[src/rtl/reclock_pkg.sv]
// Shared constants and per-channel control state for the reclock bank.
package reclock_pkg;

  localparam int unsigned NChDefault  = 4;
  localparam int unsigned DivWDefault = 8;

  // run is clear until the first enabled edge after reset or disable.
  typedef struct packed {
    logic run;
    logic out;
    logic tick;
    logic pending;
  } ch_flags_t;

endpackage

[src/rtl/reclock_channel.sv]
// One divided-clock channel: half-period of act_div+1 cycles, with
// divisor changes deferred to the next wrap.
module reclock_channel
  import reclock_pkg::*;
#(
  parameter int unsigned DIV_W = DivWDefault
) (
  input  logic             clk_i,
  input  logic             rst_ni,
  input  logic             en_i,
  input  logic             sync_i,
  input  logic [DIV_W-1:0] div_i,
  output logic             out_o,
  output logic             tick_o,
  output logic             pending_o
);

  localparam logic [DIV_W-1:0] One = {{(DIV_W-1){1'b0}}, 1'b1};

  logic [DIV_W-1:0] cnt_q, cnt_d;
  logic [DIV_W-1:0] act_q, act_d;
  logic [DIV_W-1:0] cur_div;
  ch_flags_t        fl_q, fl_d;

  always_comb begin
    // The first enabled edge uses the live divisor, so a channel coming out
    // of reset behaves exactly like one whose enable just rose.
    cur_div = fl_q.run ? act_q : div_i;
    cnt_d   = cnt_q;
    act_d   = act_q;
    fl_d    = fl_q;
    if (!en_i) begin
      cnt_d = '0;
      act_d = div_i;
      fl_d  = '0;
    end else if (sync_i) begin
      cnt_d = '0;
      act_d = div_i;
      fl_d  = '{run: 1'b1, out: 1'b0, tick: 1'b0, pending: 1'b0};
    end else if (cnt_q == cur_div) begin
      cnt_d = '0;
      act_d = div_i;
      fl_d  = '{run: 1'b1, out: ~fl_q.out, tick: 1'b1, pending: 1'b0};
    end else begin
      cnt_d        = cnt_q + One;
      act_d        = cur_div;
      fl_d.run     = 1'b1;
      fl_d.tick    = 1'b0;
      fl_d.pending = (div_i != cur_div);
    end
  end

  always_ff @(posedge clk_i or negedge rst_ni) begin
    if (!rst_ni) begin
      cnt_q <= '0;
      act_q <= '0;
      fl_q  <= '0;
    end else begin
      cnt_q <= cnt_d;
      act_q <= act_d;
      fl_q  <= fl_d;
    end
  end

  assign out_o     = fl_q.out;
  assign tick_o    = fl_q.tick;
  assign pending_o = fl_q.pending;

endmodule

[src/rtl/reclock_bank.sv]
// Bank of independent divided-clock channels sharing one phase-align strobe.
module reclock_bank
  import reclock_pkg::*;
#(
  parameter int unsigned N_CH  = NChDefault,
  parameter int unsigned DIV_W = DivWDefault
) (
  input  logic                  CLK,
  input  logic                  RST_N,
  input  logic [N_CH-1:0]       enable,
  input  logic [N_CH*DIV_W-1:0] divisor,
  input  logic                  sync,
  output logic [N_CH-1:0]       out,
  output logic [N_CH-1:0]       tick,
  output logic [N_CH-1:0]       pending
);

  for (genvar i = 0; i < N_CH; i++) begin : g_ch
    reclock_channel #(
      .DIV_W(DIV_W)
    ) u_ch (
      .clk_i    (CLK),
      .rst_ni   (RST_N),
      .en_i     (enable[i]),
      .sync_i   (sync),
      .div_i    (divisor[i*DIV_W +: DIV_W]),
      .out_o    (out[i]),
      .tick_o   (tick[i]),
      .pending_o(pending[i])
    );
  end

endmodule

[config.mk]
export PLATFORM = sky130hd
export DESIGN_NAME = reclock_bank
export DESIGN_NICKNAME = d
export VERILOG_FILES = /design/src/rtl/reclock_pkg.sv /design/src/rtl/reclock_channel.sv /design/src/rtl/reclock_bank.sv
export SDC_FILE = /design/constraint.sdc
export NUM_CORES = 1
export LEC_CHECK = 0
export CORE_ASPECT_RATIO = 1.75
export CORE_MARGIN = 2
export CORE_UTILIZATION = 30
export DETAILED_ROUTE_END_ITERATION = 10
export PLACE_DENSITY = 0.45
export SLEW_MARGIN = 20
export SYNTH_ARGS = -nofsm -noshare
export SYNTH_HDL_FRONTEND = slang
export SYNTH_SLANG_ARGS = --single-unit
[constraint.sdc]
create_clock -name CLK -period 2.5 [get_ports CLK]
set_input_delay 0.375 -clock CLK [delete_from_list [all_inputs] [get_ports CLK]]
set_output_delay 0.375 -clock CLK [all_outputs]
set_load 0.05 [all_outputs]
==> metrics.md, run 1 <==
| Metric | Value |
|---|---|
| Clock tree from TritonCTS | `yes` |
| Nets | `497` |
| Fill count | `1465` |
| Diodes inserted | `0` |
| Initial Util | `30.75%` |
| Netlist cell types | `28` |
| Pre-antenna DRT Iters | `4` |
| Row count | `58` |
| HPWL after DPL | `7245 um` |
| PD cells | `558.8 mW/mm^2` |
| Number of max-cap violations | `0` |
| Worst path max stage delay | `0.56 ns` |
| XOR/XNOR share of the synthesized area | `17.36%` |
| Critical path startpoint | `g_ch[1].u_ch.fl_q[3]` |
| CTS root buffer | `clkbuf_16` |
| Fin util | `37.58%` |
| Reg clk slew, reported paths | `0.06 ns` |
| CP required | `2.76 ns` |
| RSZ-0062 raised after global routing | `no` |
| Boundary Pins | `51` |
| Worst setup EP type | `flop` |
| Tmin final | `2.242 ns` |
| CP Class | `reg -> reg` |
| Setup TNS | `0 ns` |
| Via density | `4.596` |
| Die Y | `164.9 um` |
| Fin crit share | `89.67%` |
| Combinational family with the most area after synthesis | `XOR/XNOR gates` |
| GPL Wtd Cong | `0.7498` |
| P&R area growth vs syn | `22.20%` |
| Vias in the first global route | `3183` |
| Leak pwr | `0.002464 uW` |
| Most frequent cell after synthesis | `dfrtp_1` |
| Worst-margin pin slew | `0.5516 ns` |
| CTS Buffer Depth | `2` |
| Post-Syn Instances | `395` |
| Share of cells above drive strength 1 | `12.42%` |
| Max Slew Vio Count | `0` |
| Synth Area in Compound Gates | `2.029%` |
| Max frequency | `446.1 MHz` |
| DRT iter0 DRCs | `33` |
| Final ANT Viol Nets | `0` |
| Post-synthesis simple-gate area fraction | `14.34%` |
| Dominant cell type by area after synthesis | `dfrtp_1` |
| Final hold vios | `0` |
| Post-Syn Nets | `438` |
| IO Port Bufs | `50` |
| DRT Wirelength | `9462 um` |
| Core area | `0.01444 sq mm` |
| Routed via count | `2937` |
| Worst r2r src | `g_ch[1].u_ch.fl_q[3]` |
| Ys Warns | `0` |
| Total track usage | `12.92%` |
| First-pass GRT wire length | `15500 um` |
| Largest net degree at the start of global routing | `39` |
| Worst IR drop on VDD | `0.0002736 V` |
| Top_reg_cell synth | `dfrtp_1` |
| Post-synth ARST share | `100.0%` |
| Crit-path max FO | `8` |
| Drt wl/cell | `14.81 um` |
| CP arrival | `2.50 ns` |
| Startpoint types | `flop` |
| Proportion of synthesized area in mux cells | `14.88%` |
| Setup repair bufs after CTS | `0` |
| CTS Sinks | `80` |
| Initial antenna violation count | `0` |
| Synth Area per Inst | `11.24 sq um` |
| Most common library cells after synthesis | `dfrtp_1 (80), xor2_1 (53), mux2i_1 (48)` |
| HP Class | `in -> async` |
| Adder-Cell Fraction of Synth Area | `1.127%` |
| Mapped cell area | `0.004441 sq mm` |
| Flops & latches, synth | `80` |
| Post-route DRC | `0` |
| Crit-path cells | `buf_4 -> mux2i_1 -> xnor2_1 -> or4_4 -> or3_1 -> a21oi_1` |
| Post-synth top area share | `45.08%` |
| Grt total ovfl | `0` |
| Die X | `95.97 um` |
| Die ar. | `0.01583 sq mm` |
| CTS buffer count | `9` |
| CP max-delay cell | `dfrtp_1` |
| # H-tree levels | `3` |
| Sequential share of the synthesized area | `45.08%` |
| Run status | `complete, no violations` |
| Post-synth EDFFs | `0` |
| Top cells by area, synth | `dfrtp_1 (45%), mux2i_1 (11%), xor2_1 (10%), xnor2_1 (6.9%), mux2_2 (4.1%)` |
| Worst clock skew | `0.004923 ns` |
| Relative slew slack | `63.11%` |
| Worst skew pair latency | `0.33 ns` |
| Final Setup Violations | `0` |
[power by group]
part           internal [uW]  switching [uW]
clock                    698             515
sequential              1350            51.6
combinational            211             207
total                   2260             774
[metrics by stage]
step	total power, uW	setup slack (ns)	hold slack (ns)	area (sq um)	cells
after detailed placement	1854	0.1299	0.3071	5149	622
after global placement	1846	0.1654	0.3035	5149	622
after global routing	3198	0.07558	0.5131	5426	639
after CTS	3103	0.2296	0.4923	5426	639
final	3032	0.2583	0.4868	5426	639
after floorplan	1665	0.5305	0.07941	4441	395
[metal layers]
| layer | share of wire (%) | global-route usage (%) |
|---|---|---|
| met2 | 55 | 23.49 |
| met1 | 40 | 14.25 |
| met5 | 0 | 0 |
| met4 | 1.9 | 5.779 |
| met3 | 2.9 | 2.372 |
[timing repair]
action / 4_1_cts / 5_1_grt
resized for setup: 0 / 0
hold buffers: 1 / 0
endpoints found under the hold margin: 21 / 0
setup endpoints to repair: 0 / 0
[final timing paths]
kind,end,slack [ns],cells past startpoint
setup / recovery,g_ch[1].u_ch.out_o,0.26,6
hold / removal,g_ch[1].u_ch.act_q[3],0.49,2
setup reg to reg,g_ch[1].u_ch.out_o,0.26,6
hold reg to reg,g_ch[3].u_ch.cnt_q[0],0.52,1
max in group asynchronous,g_ch[0].u_ch.cnt_q[0],1.39,3
min in group CLK,g_ch[0].u_ch.fl_q[3],0.51,1
[flip-flops by register name, summed over array words and instances, names as in the netlist]
signal and flops:
g_ch.u_ch.act_q 32, g_ch.u_ch.cnt_q 32, g_ch.u_ch.fl_q 4, g_ch.u_ch.out_o 4, g_ch.u_ch.pending_o 4, g_ch.u_ch.tick_o 4
[layout make-up]
cell class                 instances  area (sq um)  area share [%]
inverter                          20         75.07           1.383
clock buffer                      13         250.2           4.611
timing repair buffer              68         648.1           11.94
clock inverter                     3         17.52          0.3228
sequential                        80          2002           36.89
multi-input combinational        275          2208           40.70
tap                              180         225.2           4.150
[cells by family after synthesis]
family                     Yosys count
muxes                               64
AOI/OAI and AO/OA                   16
and+or+nand+nor                    103
buffers and inverters               40
adders and majority gates            4
DFF                                 80
xor gates and xnor gates            88
[layout by cell type, fill, tap and decap left out]
cell and instances:
dfrtp_1 80, xor2_1 53, clkdlybuf4s50_1 49, mux2i_1 48, xnor2_1 35, and2_1 25, inv_1 20, buf_4 17
mux2_2 16, nand3_1 14, nor4_1 12, clkbuf_16 9, a21oi_1 8, nand2_1 7, and3_1 7, nor2b_1 7
and4_1 4, nand2b_1 4, a211oi_1 4, or4_4 4, nand4_1 4, nor3_1 4, and3_2 4, o21ai_0 4
or3_1 4, ha_1 4, clkbuf_1 3, or2_2 2, clkinv_2 2, nor2_1 1, clkinvlp_4 1, clkbuf_8 1
dlygate4sd3_1 1, buf_12 1
[critical path, delay by kind of cell (launching register included)]
kind,cells,cell delay (ns)
and+or+nand+nor,2,0.90
AOI/OAI and AO/OA,1,0.14
xor gates and xnor gates,1,0.11
muxes,1,0.26
buffers and inverters,1,0.20
DFF,1,0.56
Power figures use the tool's default switching activity.
==> run 2: changes to the inputs <==
--- a/config.mk
+++ b/config.mk
@@ -5,6 +5,7 @@
 export SDC_FILE = /design/constraint.sdc
 export NUM_CORES = 1
 export LEC_CHECK = 0
+export ABC_AREA = 1
 export CORE_ASPECT_RATIO = 1.75
 export CORE_MARGIN = 2
 export CORE_UTILIZATION = 30
==> run 2 against run 1 <==
- sequential share of layout area fell by 2.8 points
- hold slack lost 0.036 ns
- combinational power up 34%
- register-to-register slack better by 0.16 ns
- via count increased by 49%
==> metrics.md, run 2 <==
| Metric | Value |
|---|---|
| Via density | `4.634 (was 4.596)` |
| Max Slew Vio Count | `0 (unchanged)` |
| IO Port Bufs | `50 (unchanged)` |
| Core area | `0.01629 sq mm (was 0.01444 sq mm)` |
| Top_reg_cell synth | `dfrtp_1 (unchanged)` |
| Die X | `101.3 um (was 95.97 um)` |
| CP delay by family, top | `simple AND/OR/NAND/NOR gates (unchanged)` |
| Grt total ovfl | `0 (unchanged)` |
| P&R area growth vs syn | `17.99% (was 22.20%)` |
| Most frequent cell after synthesis | `nand2_1 (was dfrtp_1)` |
| Drt wl/cell | `13.22 um (was 14.81 um)` |
| RSZ-0062 raised after global routing | `no (unchanged)` |
| Post-synth EDFFs | `0 (unchanged)` |
| Met2 Use GR | `27.51% (was 23.49%)` |
| Area of the multi-input gates | `0.002452 sq mm (was 0.002208 sq mm)` |
| # H-tree levels | `3 (unchanged)` |
| Row count | `62 (was 58)` |
| Worst-margin pin slew | `0.5027 ns (was 0.5516 ns)` |
| Crit-path most repeated cell | `nand2_1` |
| GPL Wtd Cong | `0.7954 (was 0.7498)` |
| Final WS setup | `0.4160 ns (was 0.2583 ns)` |
| Die ar. | `0.01766 sq mm (was 0.01583 sq mm)` |
| Setup repair bufs after CTS | `0 (unchanged)` |
| Post-synth top area share | `40.25% (was 45.08%)` |
| FF/Latch Area | `0.002002 sq mm (unchanged)` |
| Diodes inserted | `0 (unchanged)` |
| GRT met1 Usage | `17.68% (was 14.25%)` |
| Run status | `complete, no violations (unchanged)` |
| Max frequency | `479.8 MHz (was 446.1 MHz)` |
| Startpoint types | `flop (unchanged)` |
| HPWL after DPL | `9019 um (was 7245 um)` |
| Mapped cell area | `0.004974 sq mm (was 0.004441 sq mm)` |
| Busiest metal layer after global routing | `met2 (unchanged)` |
| Worst setup EP type | `flop (unchanged)` |
| Most common library cells after synthesis | `nand2_1 (263), nand3_1 (82), dfrtp_1 (80) (was dfrtp_1 (80), xor2_1 (53), mux2i_1 (48))` |
| Fin crit share | `83.36% (was 89.67%)` |
| Relative slew slack | `66.38% (was 63.11%)` |
| Final ANT Viol Nets | `0 (unchanged)` |
| Netlist cell types | `22 (was 28)` |
| Top cells by area, synth | `dfrtp_1 (40%), nand2_1 (20%), nand3_1 (8.3%), xor2_1 (6.2%), nor2_1 (5.6%) (was dfrtp_1 (45%), mux2i_1 (11%), xor2_1 (10%), xnor2_1 (6.9%), mux2_2 (4.1%))` |
| Post-Syn Nets | `748 (was 438)` |
| Setup TNS | `0 ns (unchanged)` |
| CTS buffer count | `9 (unchanged)` |
| GRT met3 Usage | `2.453% (was 2.372%)` |
| Initial Util | `30.53% (was 30.75%)` |
| Leak pwr | `0.002936 uW (was 0.002464 uW)` |
| Share of cells above drive strength 1 | `7.867% (was 12.42%)` |
| Vias in the first global route | `4501 (was 3183)` |
| Commonest cells after routing, fill and taps aside | `nand2_1 (263), nand3_1 (82), dfrtp_1 (80), nor2_1 (74), inv_1 (72) (was dfrtp_1 (80), xor2_1 (53), clkdlybuf4s50_1 (49), mux2i_1 (48), xnor2_1 (35))` |
| Ys Warns | `0 (unchanged)` |
| Fill count | `1773 (was 1465)` |
| CP max-delay cell | `dfrtp_1 (unchanged)` |
| Reg clk slew, reported paths | `0.06 ns (about the same)` |
| Nets | `788 (was 497)` |
| Cts repair resizes | `0 (unchanged)` |
| Sum of buffers and inverters on the critical path | `1 (unchanged)` |
| CTS Buffer Depth | `2 (unchanged)` |
| CP required | `2.77 ns (was 2.76 ns)` |
| Worst clock skew | `0.007505 ns (was 0.004923 ns)` |
| Post-synth ARST share | `100.0% (unchanged)` |
| Worst path max stage delay | `0.63 ns (was 0.56 ns)` |
| Sequential share of the synthesized area | `40.25% (was 45.08%)` |
| Worst IR drop on VDD | `0.0003713 V (was 0.0002736 V)` |
| Total track usage | `15.19% (was 12.92%)` |
| Die Y | `174.3 um (was 164.9 um)` |
| Flops & latches, synth | `80 (unchanged)` |
| Post-route DRC | `0 (unchanged)` |
| Dpl ws | `0.3161 ns (was 0.1299 ns)` |
| DRT iter0 DRCs | `132 (was 33)` |
| Crit-path cells | `inv_2 -> nand2_1 -> nand3b_1 -> nand2_1 -> nand2_1 -> nor2_1 -> nand2_2 -> nand2_4 -> nand2_1 -> nand2_1 (was buf_4 -> mux2i_1 -> xnor2_1 -> or4_4 -> or3_1 -> a21oi_1)` |
| CTS root buffer | `clkbuf_16 (unchanged)` |
| Tmin final | `2.084 ns (was 2.242 ns)` |
| Routed via count | `4365 (was 2937)` |
| Dominant cell type by area after synthesis | `dfrtp_1 (unchanged)` |
| CP arrival | `2.35 ns (was 2.50 ns)` |
| CTS Sinks | `80 (unchanged)` |
| Boundary Pins | `51 (unchanged)` |
| Clock tree from TritonCTS | `yes (unchanged)` |
| Most common cell after layout, fill and taps aside | `nand2_1 (was dfrtp_1)` |
| First-pass GRT wire length | `21290 um (was 15500 um)` |
| CP Class | `reg -> reg (unchanged)` |
| Final Setup Violations | `0 (unchanged)` |
| Initial antenna violation count | `0 (unchanged)` |
| Largest net degree at the start of global routing | `67 (was 39)` |
| Synth Area per Inst | `7.055 sq um (was 11.24 sq um)` |
| Number of max-cap violations | `0 (unchanged)` |
| Crit-path max FO | `17 (was 8)` |
| Worst skew pair latency | `0.33 ns (about the same)` |
| Pre-antenna DRT Iters | `4 (unchanged)` |
| Final hold vios | `0 (unchanged)` |
| Largest registers | `g_ch.u_ch.act_q (32), g_ch.u_ch.cnt_q (32) (unchanged)` |
| Post-Syn Instances | `705 (was 395)` |
| PD cells | `576.5 mW/mm^2 (was 558.8 mW/mm^2)` |
| HP Class | `in -> async (unchanged)` |
| DRT Wirelength | `12450 um (was 9462 um)` |
[run 2: cell types whose count changed after synthesis, moves of 18 or more]
cell	previous run	this run
and2_1	25	0
inv_1	20	72
mux2i_1	48	0
nand2_1	7	263
nand2_2	0	22
nand3_1	14	82
nor2_1	1	74
xnor2_1	35	4
xor2_1	53	35
[run 2: worst register-to-register path, cell delays in order (launching register included)]
cell and delay [ns]:
dfrtp_1 0.63, inv_2 0.21, nand2_1 0.14, nand3b_1 0.08, nand2_1 0.07, nand2_1 0.05
nor2_1 0.18, nand2_2 0.24, nand2_4 0.27, nand2_1 0.09, nand2_1 0.06
[run 2: path summary, 6_finish.rpt]
path | slack, ns | cells past startpoint | end | start
min in group CLK | 0.51 | 1 | g_ch[0].u_ch.fl_q[3] | enable[0]
hold / removal | 0.45 | 2 | g_ch[3].u_ch.act_q[4] | RST_N
max in group asynchronous | 1.39 | 3 | g_ch[1].u_ch.cnt_q[3] | RST_N
hold reg to reg | 0.51 | 1 | g_ch[3].u_ch.cnt_q[0] | g_ch[3].u_ch.cnt_q[0]
setup reg to reg | 0.42 | 10 | g_ch[3].u_ch.act_q[5] | g_ch[3].u_ch.fl_q[3]
setup / recovery | 0.42 | 10 | g_ch[3].u_ch.act_q[5] | g_ch[3].u_ch.fl_q[3]
[run 2: logic make-up after synthesis]
logic type / Yosys count / synth area share [%]
simple gates: 460 / 39.42
xor+xnor: 39 / 6.868
flops: 80 / 40.25
buf+inv: 105 / 10.44
compound gates: 17 / 2.012
fa+ha+maj: 4 / 1.006
[run 2: area by class of cell]
| class | count | share of cell area [%] |
|---|---|---|
| inverter | 76 | 4.861 |
| sequential | 80 | 34.12 |
| multi-input combinational | 520 | 41.79 |
| tap | 192 | 4.094 |
| clock buffer | 13 | 4.264 |
| clock inverter | 3 | 1.109 |
| timing repair buffer | 58 | 9.765 |
[run 2: per-layer routing]
metal,part of all wire [%],vias up
met4,1.9,0
met3,3.2,14
met5,0,-
met2,52,70
met1,42,2040
li1,-,2241
[run 2: metrics by stage]
stage | total power (uW) | std cells | utilization [%] | instance area (sq um) | hold slack [ns]
2_1_floorplan | 1795 | 705 | - | 4974 | 0.07941
3_3_place_gp | 1984 | 925 | 34.02 | 5543 | 0.2607
3_5_place_dp | 1991 | 925 | 34.02 | 5543 | 0.2619
4_1_cts | 3452 | 942 | 36.02 | 5868 | 0.4539
5_1_grt | 3579 | 942 | 36.02 | 5868 | 0.4745
6_report | 3383 | 942 | 36.02 | 5868 | 0.4511
[run 2: where the power goes]
| part | switching, uW | internal, uW | total (uW) |
|---|---|---|---|
| sequential | 41.1 | 1360 | 1400 |
| combinational | 344 | 215 | 560 |
| clock | 523 | 903 | 1430 |
| total | 908 | 2470 | 3380 |
[run 2: what timing repair did]
item                                    4_1_cts  5_1_grt
hold buffers                                  1        0
endpoints found under the hold margin        14        0
endpoints found under the setup margin        0        0
==> run 3: changes to the inputs <==
==> constraint.sdc (replaced) <==
create_clock -name CLK -period 2.2 [get_ports CLK]
set_input_delay 0.33 -clock CLK [delete_from_list [all_inputs] [get_ports CLK]]
set_output_delay 0.33 -clock CLK [all_outputs]
set_load 0.05 [all_outputs]
==> run 3 against run 2 <==
- critical endpoint is now out[2]
- cell area grew 2.0%
- sequential power increased by 13%
- non-clock buffer count up 11
- global-route usage is 0.40 points lower
- first-iteration DRC count is 30% lower
- die area is the same
- largest power group unchanged
- largest cell class unchanged
- highest routed layer unchanged
==> metrics.md, run 3 (synthesized netlist as in run 2, its figures left out) <==
| Metric | Value |
|---|---|
| RSZ-0062 raised after global routing | `no (unchanged)` |
| Worst path max stage delay | `0.82 ns (was 0.63 ns)` |
| # H-tree levels | `3 (unchanged)` |
| Fin util | `36.73% (was 36.02%)` |
| Cell Count, Final, Fillers Out | `953 (was 942)` |
| Initial Util | `30.53% (unchanged)` |
| Worst-margin pin slew | `0.7118 ns (was 0.5027 ns)` |
| Largest registers | `g_ch.u_ch.act_q (32), g_ch.u_ch.cnt_q (32) (unchanged)` |
| Worst setup EP type | `primary output (was flop)` |
| Max Slew Vio Count | `0 (unchanged)` |
| Diodes inserted | `0 (unchanged)` |
| Max frequency | `527.3 MHz` |
| Nets | `799 (was 788)` |
| P&R area growth vs syn | `20.30% (was 17.99%)` |
| Run status | `complete, no violations (unchanged)` |
| Total track usage | `14.80% (was 15.19%)` |
| Initial antenna violation count | `0 (unchanged)` |
| CTS root buffer | `clkbuf_16 (unchanged)` |
| Boundary Pins | `51 (unchanged)` |
| Relative slew slack | `52.55% (was 66.38%)` |
| R2R Setup Slk | `0.34 ns (was 0.42 ns)` |
| Number of max-cap violations | `0 (unchanged)` |
| Tmin final | `1.896 ns` |
| Die Y | `174.3 um (unchanged)` |
| HPWL after DPL | `9099 um (was 9019 um)` |
| Crit-path max FO | `3 (was 17)` |
| Largest net degree at the start of global routing | `52 (was 67)` |
| CTS Buffer Depth | `2 (unchanged)` |
| DRT Wirelength | `12390 um (was 12450 um)` |
| Reg clk slew, reported paths | `0.07 ns (was 0.06 ns)` |
| Final ANT Viol Nets | `0 (unchanged)` |
| CP delay by family, top | `buffers and inverters (was simple AND/OR/NAND/NOR gates)` |
| Die ar. | `0.01766 sq mm (unchanged)` |
| Sum of buffers and inverters on the critical path | `1 (unchanged)` |
| CP required | `1.87 ns (was 2.77 ns)` |
| CP arrival | `1.57 ns (was 2.35 ns)` |
| Placed cell count | `937 (was 925)` |
| GPL Wtd Cong | `0.8012 (was 0.7954)` |
| Worst skew pair latency | `0.33 ns (about the same)` |
| Final Setup Violations | `0 (unchanged)` |
| IO Port Bufs | `50 (unchanged)` |
| Vias in the first global route | `4418 (was 4501)` |
| Pre-antenna DRT Iters | `4 (unchanged)` |
| Via density | `4.594 (was 4.634)` |
| PD cells | `664.1 mW/mm^2 (was 576.5 mW/mm^2)` |
| Worst IR drop on VDD | `0.0004045 V (was 0.0003713 V)` |
| CP max-delay cell | `clkdlybuf4s50_1 (was dfrtp_1)` |
| Die X | `101.3 um (unchanged)` |
| Clock tree from TritonCTS | `yes (unchanged)` |
| Final hold vios | `0 (unchanged)` |
| Setup TNS | `0 ns (unchanged)` |
| Routed via count | `4378 (was 4365)` |
| CTS Sinks | `80 (unchanged)` |
| Drt wl/cell | `13.00 um (was 13.22 um)` |
| Setup repair bufs after CTS | `0 (unchanged)` |
| CTS buffer count | `9 (unchanged)` |
| Worst clock skew | `0.009378 ns (was 0.007505 ns)` |
| CP Class | `reg -> out (was reg -> reg)` |
| Startpoint types | `flop (unchanged)` |
| Crit-path cells | `clkdlybuf4s50_1 (was inv_2 -> nand2_1 -> nand3b_1 -> nand2_1 -> nand2_1 -> nor2_1 -> nand2_2 -> nand2_4 -> nand2_1 -> nand2_1)` |
| Post-route DRC | `0 (unchanged)` |
| Commonest cells after routing, fill and taps aside | `nand2_1 (263), nand3_1 (82), dfrtp_1 (79), nor2_1 (74), inv_1 (72) (was nand2_1 (263), nand3_1 (82), dfrtp_1 (80), nor2_1 (74), inv_1 (72))` |
| HP Class | `in -> async (unchanged)` |
| Grt total ovfl | `0 (unchanged)` |
| Leak pwr | `0.002998 uW (was 0.002936 uW)` |
| Fin crit share | `86.20%` |
| Share of cells above drive strength 1 | `9.724% (was 7.867%)` |
| Row count | `62 (unchanged)` |
| Most common cell after layout, fill and taps aside | `nand2_1 (unchanged)` |
| First-pass GRT wire length | `20680 um (was 21290 um)` |
| Final Hold Slack | `0.02446 ns (was 0.4511 ns)` |
| Core area | `0.01629 sq mm (unchanged)` |
| DRT iter0 DRCs | `92 (was 132)` |
==> run 3: cell types whose count changed in the layout (fill, tap and decap cells not counted) <==
cell and change:
bufinv_16 +1, buf_4 +11, dfrtp_2 +1, buf_12 +1, clkbuf_1 -2, dlygate4sd3_1 -1
dfrtp_1 -1, clkinvlp_4 +1, clkbuf_8 -1, clkinv_2 +1
==> run 3: repair_timing <==
| item | CTS | global route |
|---|---|---|
| setup endpoints to repair | 0 | 7 |
| hold buffers | 0 | 0 |
| endpoints found under the hold margin | 0 | 0 |
| resized for setup | 0 | 1 |
==> run 3: path summary, 6_finish.rpt <==
kind,start,end,cells after the start
worst max register to register,g_ch[3].u_ch.fl_q[3],g_ch[3].u_ch.act_q[3],12
worst max-delay path,g_ch[2].u_ch.out_o,out[2],1
worst min register to register,g_ch[1].u_ch.cnt_q[0],g_ch[1].u_ch.cnt_q[0],1
worst min-delay path,RST_N,g_ch[3].u_ch.act_q[5],1
max in group asynchronous,RST_N,g_ch[2].u_ch.act_q[2],2
min in group CLK,enable[0],g_ch[0].u_ch.fl_q[3],1
==> run 3: area by class of cell <==
class | instances | area (sq um)
Clock buffer | 10 | 229.0
Clock inverter | 6 | 107.6
Fill cell | 1719 | 10310
Inverter | 76 | 285.3
Multi-Input combinational cell | 520 | 2452
Sequential cell | 80 | 2003
Tap cell | 192 | 240.2
Timing Repair Buffer | 69 | 665.6
==> run 3: per-layer routing <==
layer / GRT usage [%] / wire length (um) / vias to the layer above / share of wire, %
met1: 16.87 / 5277 / 2050 / 43
li1: - / - / 2259 / -
met3: 2.654 / 348 / 11 / 2.8
met4: 5.180 / 234 / 0 / 1.9
met2: 26.96 / 6526 / 58 / 53
met5: 0 / 0 / - / 0
==> run 3: power breakdown <==
| part | total [uW] | internal, uW | switching (uW) |
|---|---|---|---|
| registers | 1580 | 1540 | 38.4 |
| clock network | 1730 | 1110 | 623 |
| logic | 663 | 258 | 405 |
==> run 3: metrics by stage <==
step	instance area, sq um	worst slack [ns]	power (uW)
6_report	5983	0.3035	3973
5_1_grt	5983	0.1372	4190
4_1_cts	5982	0.1296	4054
3_5_place_dp	5645	0.1104	2282
3_3_place_gp	5645	0.1330	2272
2_1_floorplan	4974	0.7878	2040
